===== src/rtl/av_mul_scheduler.sv =====
// av_mul_scheduler
//   Shares one AV-multiply engine among NUM_REQ requesters (attention heads).
//   Arbitration is round-robin. The winner's per-column precision vector is
//   latched and sanitised at grant time, and the engine is launched. The
//   scheduler then waits for eng_done or a timeout, and the granted requester
//   receives a completion pulse.
//
// Ports
//   clk, rst_n          clock (rising edge), async active-low reset
//   req                 level request per requester, held until its req_done
//   req_prec            per-requester precision vectors, 2 bits per column
//   eng_start           one-cycle engine launch pulse
//   eng_precision_sel   latched precision vector for the active job
//   eng_done            engine completion pulse (only honoured in WAIT)
//   grant               one-hot owner of the engine, zero when idle
//   req_done            one-cycle completion pulse to the owner
//   req_err             coincident with req_done when the job timed out
//   busy                high whenever the FSM is not in IDLE
//   last_latency        WAIT-cycle count of the last completed job

// Per-column precision sanitiser: code 11 is unsupported by the engine and
// is demoted to FP16 (10).
module av_mul_prec_fix (
  input  logic [1:0] i_code,
  output logic [1:0] o_code
);
  assign o_code = (i_code == 2'b11) ? 2'b10 : i_code;
endmodule

module av_mul_scheduler #(
  parameter int NUM_REQ        = 4,
  parameter int NUM_COLS       = 8,
  parameter int TIMEOUT_CYCLES = 4096,
  parameter int LAT_W          = 16
) (
  input  logic                        clk,
  input  logic                        rst_n,
  input  logic [NUM_REQ-1:0]          req,
  input  logic [NUM_REQ*NUM_COLS*2-1:0] req_prec,
  output logic                        eng_start,
  output logic [NUM_COLS*2-1:0]       eng_precision_sel,
  input  logic                        eng_done,
  output logic [NUM_REQ-1:0]          grant,
  output logic [NUM_REQ-1:0]          req_done,
  output logic                        req_err,
  output logic                        busy,
  output logic [LAT_W-1:0]            last_latency
);

  localparam int IDX_W = (NUM_REQ > 1) ? $clog2(NUM_REQ) : 1;
  localparam int PV_W  = NUM_COLS * 2;

  typedef enum logic [1:0] {
    S_IDLE     = 2'd0,
    S_LAUNCH   = 2'd1,
    S_WAIT     = 2'd2,
    S_COMPLETE = 2'd3
  } state_t;

  state_t             r_state, w_state_nxt;
  logic [IDX_W-1:0]   r_winner, r_last_winner;
  logic [IDX_W-1:0]   w_pick, w_cand;
  logic               w_any;
  logic [PV_W-1:0]    r_prec, w_sel_prec, w_fix_prec;
  logic [LAT_W-1:0]   r_cnt, r_last_lat;
  logic               r_err;
  logic               w_timeout;
  logic [NUM_REQ-1:0] w_grant_oh;

  // Round-robin: scan from the slot after the previous winner, wrapping.
  always_comb begin
    w_any  = 1'b0;
    w_pick = '0;
    w_cand = '0;
    for (int i = 0; i < NUM_REQ; i++) begin
      w_cand = IDX_W'((int'(r_last_winner) + 1 + i) % NUM_REQ);
      if (!w_any && req[w_cand]) begin
        w_any  = 1'b1;
        w_pick = w_cand;
      end
    end
  end

  assign w_sel_prec = req_prec[int'(w_pick)*PV_W +: PV_W];

  genvar c;
  generate
    for (c = 0; c < NUM_COLS; c++) begin : g_col
      av_mul_prec_fix u_fix (
        .i_code (w_sel_prec[c*2 +: 2]),
        .o_code (w_fix_prec[c*2 +: 2])
      );
    end
  endgenerate

  assign w_timeout = (r_cnt == LAT_W'(TIMEOUT_CYCLES - 1));

  always_comb begin
    w_state_nxt = r_state;
    case (r_state)
      S_IDLE:     if (w_any) w_state_nxt = S_LAUNCH;
      S_LAUNCH:   w_state_nxt = S_WAIT;
      S_WAIT:     if (eng_done || w_timeout) w_state_nxt = S_COMPLETE;
      S_COMPLETE: w_state_nxt = S_IDLE;
      default:    w_state_nxt = S_IDLE;
    endcase
  end

  always_ff @(posedge clk or negedge rst_n) begin
    if (!rst_n) begin
      r_state       <= S_IDLE;
      r_winner      <= '0;
      r_last_winner <= IDX_W'(NUM_REQ - 1);
      r_prec        <= '0;
      r_cnt         <= '0;
      r_err         <= 1'b0;
      r_last_lat    <= '0;
    end else begin
      r_state <= w_state_nxt;
      case (r_state)
        S_IDLE: begin
          // Winner and its precision are frozen here so req/req_prec
          // activity during the job cannot disturb it.
          if (w_any) begin
            r_winner <= w_pick;
            r_prec   <= w_fix_prec;
          end
        end
        S_LAUNCH: begin
          r_cnt <= '0;
          r_err <= 1'b0;
        end
        S_WAIT: begin
          // Counter is held on the exit cycle; the +1 is applied when the
          // latency is recorded so the exit cycle is included.
          if (eng_done)           r_err <= 1'b0;
          else if (w_timeout)     r_err <= 1'b1;
          else if (r_cnt != '1)   r_cnt <= r_cnt + 1'b1;
        end
        S_COMPLETE: begin
          r_last_lat    <= (r_cnt == '1) ? r_cnt : r_cnt + 1'b1;
          r_last_winner <= r_winner;
        end
        default: ;
      endcase
    end
  end

  always_comb begin
    w_grant_oh = '0;
    w_grant_oh[r_winner] = 1'b1;
  end

  assign busy              = (r_state != S_IDLE);
  assign eng_start         = (r_state == S_LAUNCH);
  assign grant             = busy ? w_grant_oh : '0;
  assign req_done          = (r_state == S_COMPLETE) ? w_grant_oh : '0;
  assign req_err           = (r_state == S_COMPLETE) && r_err;
  assign eng_precision_sel = r_prec;
  assign last_latency      = r_last_lat;

endmodule

===== config.mk =====
export PLATFORM = sky130hd
export DESIGN_NAME = av_mul_scheduler
export DESIGN_NICKNAME = d
export VERILOG_FILES = /design/src/rtl/av_mul_scheduler.sv
export SDC_FILE = /design/constraint.sdc
export NUM_CORES = 1
export LEC_CHECK = 0
export BUFFER_PORTS_ARGS = -buffer_cell sky130_fd_sc_hd__clkbuf_2
export CORE_ASPECT_RATIO = 0.8
export CORE_MARGIN = 8
export CORE_UTILIZATION = 34
export CTS_CLUSTER_SIZE = 40
export DETAILED_ROUTE_END_ITERATION = 10
export GPL_TIMING_DRIVEN = 1
export PLACE_DENSITY_LB_ADDON = 0.2
export SLEW_MARGIN = 20
export SYNTH_ARGS = -nofsm -noshare
export SYNTH_HDL_FRONTEND = slang
export SYNTH_SLANG_ARGS = --single-unit

===== constraint.sdc =====
create_clock -name clk -period 4.3 [get_ports clk]
set_input_delay 0.43 -clock clk [delete_from_list [all_inputs] [get_ports clk]]
set_output_delay 0.43 -clock clk [all_outputs]
set_load 0.02 [all_outputs]

==> impl_metrics.yaml, run 1 <==
layout:
  area_delta_synth_final_pct: 24.3
  final_common_cell: "clkbuf_2"
  layout-drive-gt1-share_pct: 31.5
  layout_common_cells: "clkbuf_2 (113), dfrtp_1 (53), nand2_1 (40)"
  final_util_pct: 42.6
  multiInputGateArea_sq_um: 1960
  antenna_cells: 0
  seq_area_sq_um: 1380
  fill_cells: 1030
  fin_nets: 546
clocking:
  cts_tree: "yes"
  cts.path.max_buffers: 2
  cts_buffers: 5
  clock-sinks: 55
  cts-root-buf: "clkbuf_16"
  postCtsSetupRepairBufs: 0
  cts_hold_buf: 0
  path_clk_slew_ns: 0.07
  cts_resized: 0
  cts_max_level: 2
  clk_latency_ns: 0.30
timing:
  worst_slew_pin_slew_ns: 0.788
  finalHoldViolations: 0
  rsz0062_at_grt: "no"
  fin_skew_ns: 0.00676
  slew_violations: 0
  max_freq_ghz: 0.369
  setup_tns_ns: 0
  relSlewSlack_pct: 47.5
  fin_crit_sh_pct: 63.1
  post-route-min-period_ns: 2.71
  setup_viol: 0
synth:
  synthDistinctLibCells: 42
  syn_inst: 369
  avgSynthCellArea_sq_um: 9.35
  ys_seq_elements: 55
  synth.yosys.warnings: 0
  async_flop_share_pct: 100
  seq_area_frac_synth_pct: 40.0
  synth_nets: 446
  synth_edf_count: 0
  synthFlopType: "dfrtp_1"
  synthesis.area_sq_um: 3450
global_route:
  grt-ovfl-total: 0
  grt_usage_pct: 14.0
  grt_max_degree: 56
  antenna_found_initial: 0
  grt_pass1_wl_um: 15400
  grt_pass1_vias: 2992
setup_path:
  slowest_stage: "nand4_1"
  path_cells: "ha_1, nand2_1, nor3_1, nand4_1, xor2_1, mux2_2"
  crit_family: "simple AND/OR/NAND/NOR gates"
  cp.arrival_ns: 2.89
  reg2reg_slack_ns: 1.59
  max_stage_delay_ns: 0.69
  timing.rr.end: "last_latency[0]"
  crit_fanout: 15
  rr_worst_depth: 6
  critPathKind: "flop to flop"
  cp-end-kind: "flop"
  cp-start-kind: "flop"
  required_ns: 4.48
  cp.buffers_inverters: 0
  r2r-start: "r_cnt[0]"
placed_design:
  portBuffers: 113
  place_congestion: 0.846
  hpwl_um: 7350
power:
  p_sw_share_pct: 44.0
  sequentialPowerShare_pct: 33.6
  p_per_area_nw_per_um2: 597
  clockPowerShare_pct: 16.6
  comb_power_share_pct: 49.8
  p_int_mw: 1.43
  p_leak_nw: 2.05
  power_switching_mw: 1.13
  peakVddDrop_uv: 183
run:
  max_cap_viol_count: 0
routing:
  wl_um: 9570
  ant_nets: 0
  route.detailed.drc: 0
  vias: 3048
  dr.pass1.iters: 4
  detail_route.wl_per_cell_um: 15.7
  viasPerCell: 5.00
  drt_iter0_drc: 215
min_path:
  hold_path_class: "primary input to asynchronous set/reset pin"
die:
  die_w_um: 129
  fp.dieH_um: 106
  rows: 33
  dieArea_sq_um: 13600
  coreArea_sq_um: 10100
  boundaryPins: 114
  start_util_pct: 34.2
status:
  status: "finished, final reports clean"
Yosys cell counts (all sizes together), types with 2 or more instances:
library cell | number | share of area [%]
dfrtp | 53 | 38
nand2 | 40 | 4.4
nor2b | 34 | 6.2
mux2i | 31 | 9.0
nand3 | 31 | 4.9
nor2 | 20 | 2.2
clkbuf | 17 | 1.8
mux2 | 17 | 5.9
a31oi | 14 | 2.5
o211ai | 11 | 2.4
o221ai | 9 | 2.3
buf | 8 | 1.4
xor2 | 8 | 2.0
a21oi | 7 | 1.0
nand2b | 7 | 1.3
nor3 | 7 | 1.0
and3 | 6 | 1.1
ha | 6 | 2.2
xnor2 | 6 | 1.5
a21o | 5 | 1.1
inv | 4 | 0.44
nand4 | 4 | 0.73
o21ai | 4 | 0.58
nor3b | 3 | 0.65
and3b | 2 | 0.51
dfstp | 2 | 1.5
nor4 | 2 | 0.36
through the flow:
stage               hold WS [ns]  worst slack (ns)  total power, mW  cells  cell area (sq um)
finish                     0.278              1.59             2.56    610               4290
global route               0.341              1.37             2.75    610               4290
CTS                        0.305              1.57             2.59    610               4290
detailed placement         0.479              1.59             2.16    602               4130
global placement           0.471              1.68             2.14    602               4130
floorplan                  0.134              2.14             1.75    369               3450
worst max path at each step:
stage / depth (start not counted) / start / endpoint
final: 6 / r_cnt[0] / last_latency[0]
after global routing: 6 / r_cnt[0] / last_latency[0]
after CTS: 6 / r_cnt[0] / last_latency[0]
after detailed placement: 6 / r_cnt[0] / last_latency[0]
after global placement: 6 / r_cnt[0] / r_cnt[9]
after floorplan: 7 / r_cnt[0] / r_cnt[11]
kinds of logic after synthesis:
group / Yosys count / share of synthesized area (%)
AOI/OAI and AO/OA: 56 / 11.4
xor gates and xnor gates: 14 / 3.55
adders and majority gates: 6 / 2.18
buffers and inverters: 29 / 3.70
DFF: 55 / 40.0
muxes: 48 / 14.9
and+or+nand+nor: 161 / 24.3
metal layers:
layer / share of wire [%] / GRT usage [%] / vias to the layer above / wire length [um]
met1: 48 / 19.0 / 1440 / 4590
met5: 0 / 0 / - / 0
li1: - / - / 1526 / -
met4: 1.0 / 5.19 / 0 / 97
met2: 46 / 22.0 / 74 / 4420
met3: 4.8 / 2.25 / 8 / 458
flip-flops by register name (all words and copies together), names as in the netlist:
| signal | flops |
|---|---|
| r_last_winner | 2 |
| r_winner | 2 |
| eng_precision_sel | 16 |
| r_state | 2 |
| last_latency | 16 |
| r_err | 1 |
| r_cnt | 16 |
cell type report:
| class | instances | area share, % |
|---|---|---|
| repair buffers | 118 | 14.1 |
| flip-flops and latches | 55 | 32.2 |
| inverters | 4 | 0.350 |
| well taps | 140 | 4.09 |
| clock inverters | 2 | 0.379 |
| clock buffers | 6 | 3.24 |
| multi-input cells | 285 | 45.7 |
power groups by stage:
stage | registers, mW | clock network [mW] | logic, mW
after floorplan | 0.988 | 0 | 0.757
after global placement | 0.859 | 0 | 1.28
after detailed placement | 0.867 | 0 | 1.29
after CTS | 0.860 | 0.439 | 1.30
after global routing | 0.887 | 0.454 | 1.41
final | 0.861 | 0.425 | 1.27
worst reg2reg max path, cell delays in order (launching register included):
cell     delay, ns
dfrtp_1       0.44
ha_1          0.25
nand2_1       0.12
nor3_1        0.48
nand4_1       0.69
xor2_1        0.33
mux2_2        0.28
Power figures use the tool's default switching activity.
==> run 2: changes to the inputs <==
==> constraint.sdc (replaced) <==
create_clock -name clk -period 2.3 [get_ports clk]
set_input_delay 0.23 -clock clk [delete_from_list [all_inputs] [get_ports clk]]
set_output_delay 0.23 -clock clk [all_outputs]
set_load 0.02 [all_outputs]
==> run 2 against run 1 <==
Worst hold slack got worse by 0.20 ns. Maximum frequency is 26% higher. Sequential cell count unchanged. Register-to-register slack got worse by 1.4 ns. Die area did not move. Non-clock buffer count is 11 higher. Largest cell class unchanged. Cell area up 2.4%. Clock skew up 0.0024 ns. Worst setup slack got worse by 1.4 ns. Utilization rose by 1.0 points. Global-route usage up 0.22 points. Critical path type unchanged.
==> impl_metrics.yaml, run 2 (same netlist as run 1, synthesis figures left out) <==
placed_design:
  hpwl_um: 7560
  place_congestion: 0.856
  portBuffers: 113
layout:
  antenna_cells: 0
  fin_nets: 557
  final_common_cell: "clkbuf_2"
  layout_common_cells: "clkbuf_2 (113), dfrtp_1 (52), nand2_1 (40)"
  area_delta_synth_final_pct: 27.2
  layout-drive-gt1-share_pct: 33.3
clocking:
  cts_hold_buf: 0
  cts-root-buf: "clkbuf_16"
  clock-sinks: 55
  cts_buffers: 5
  cts_tree: "yes"
  path_clk_slew_ns: 0.07
  cts.path.max_buffers: 2
  cts_max_level: 2
  clk_latency_ns: 0.29
timing:
  finalHoldViolations: 0
  max_freq_ghz: 0.466
  fin_crit_sh_pct: 93.3
  post-route-min-period_ns: 2.15
  rsz0062_at_grt: "no"
  setup_tns_ns: 0
  relSlewSlack_pct: 53.1
  fin_skew_ns: 0.00913
  setup_viol: 0
  slew_violations: 0
  worst_slew_pin_slew_ns: 0.704
power:
  p_leak_nw: 2.11
  power.total_mw: 4.86
  peakVddDrop_uv: 352
  p_per_area_nw_per_um2: 1110
routing:
  vias: 3061
  route.detailed.drc: 0
  dr.pass1.iters: 4
  ant_nets: 0
  detail_route.wl_per_cell_um: 15.6
  wl_um: 9660
  drt_iter0_drc: 166
  viasPerCell: 4.93
global_route:
  grt_pass1_vias: 3129
  grt_max_degree: 56
  antenna_found_initial: 0
  grt-ovfl-total: 0
  grt_pass1_wl_um: 16000
  grt_usage_pct: 14.2
min_path:
  hold_path_class: "primary input to asynchronous set/reset pin"
die:
  boundaryPins: 114
  dieArea_sq_um: 13600
  rows: 33
  coreArea_sq_um: 10100
  start_util_pct: 34.2
  fp.dieH_um: 106
  die_w_um: 129
setup_path:
  crit_fanout: 5
  cp.arrival_ns: 2.33
  cp-start-kind: "flop"
  reg2reg_slack_ns: 0.15
  cp-end-kind: "flop"
  required_ns: 2.48
  critPathKind: "flop to flop"
  r2r-start: "r_cnt[1]"
  rr_worst_depth: 6
  timing.rr.end: "r_cnt[3]"
status:
  status: "finished, final reports clean"
run:
  max_cap_viol_count: 0
[run 2: stage by stage]
step | setup slack, ns | cell area [sq um] | std cells | hold WS, ns | util [%]
finish | 0.154 | 4390 | 621 | 0.0824 | 43.6
global route | 0.0455 | 4390 | 621 | 0.159 | 43.6
CTS | 0.121 | 4390 | 621 | 0.117 | 43.5
detailed placement | 0.135 | 4240 | 613 | 0.423 | 42.1
global placement | 0.200 | 4240 | 613 | 0.417 | 42.1
floorplan | 0.142 | 3450 | 369 | -0.0656 | -
[run 2: final cells by class]
cell class	instances	area [sq um]
Inverter	4	15.0
Sequential cell	55	1380
Clock inverter	2	16.3
Multi-Input combinational cell	285	1960
Fill cell	1035	5690
Clock buffer	6	129
Timing Repair Buffer	129	711
Tap cell	140	175
[run 2: critical path, stage by stage, from the launching register on]
cell and delay [ns]:
dfrtp_2 0.41, ha_1 0.18, nand2_1 0.11, or4_4 0.56, o21a_1 0.29, mux2_4 0.32
a21o_1 0.17
[run 2: report_power, final]
part	leakage (nW)	switching [mW]	internal [mW]	total (mW)
registers	0.698	0.264	1.33	1.59
clock network	0.0675	0.349	0.409	0.758
logic	1.34	1.50	1.00	2.51
total	2.11	2.12	2.74	4.86
[run 2: layer usage]
| layer | global-route usage, % | share of wire, % |
|---|---|---|
| met1 | 19.7 | 47 |
| met2 | 22.2 | 46 |
| met3 | 2.55 | 5.3 |
| met4 | 3.93 | 1.6 |
| met5 | 0 | 0 |
[run 2: worst max path at each step]
| stage | start | to | slack [ns] | cells after the start |
|---|---|---|---|---|
| CTS | r_cnt[1] | r_cnt[11] | 0.12 | 6 |
| global placement | r_cnt[1] | r_cnt[3] | 0.20 | 6 |
| finish | r_cnt[1] | r_cnt[3] | 0.15 | 6 |
| detailed placement | r_cnt[1] | r_cnt[11] | 0.13 | 6 |
| global route | r_cnt[1] | r_cnt[11] | 0.05 | 6 |
| floorplan | r_cnt[0] | r_cnt[11] | 0.14 | 7 |
[run 2: what timing repair did]
action,CTS,global route
setup endpoints to repair,0,19
setup buffers,0,0
resized for setup,0,2
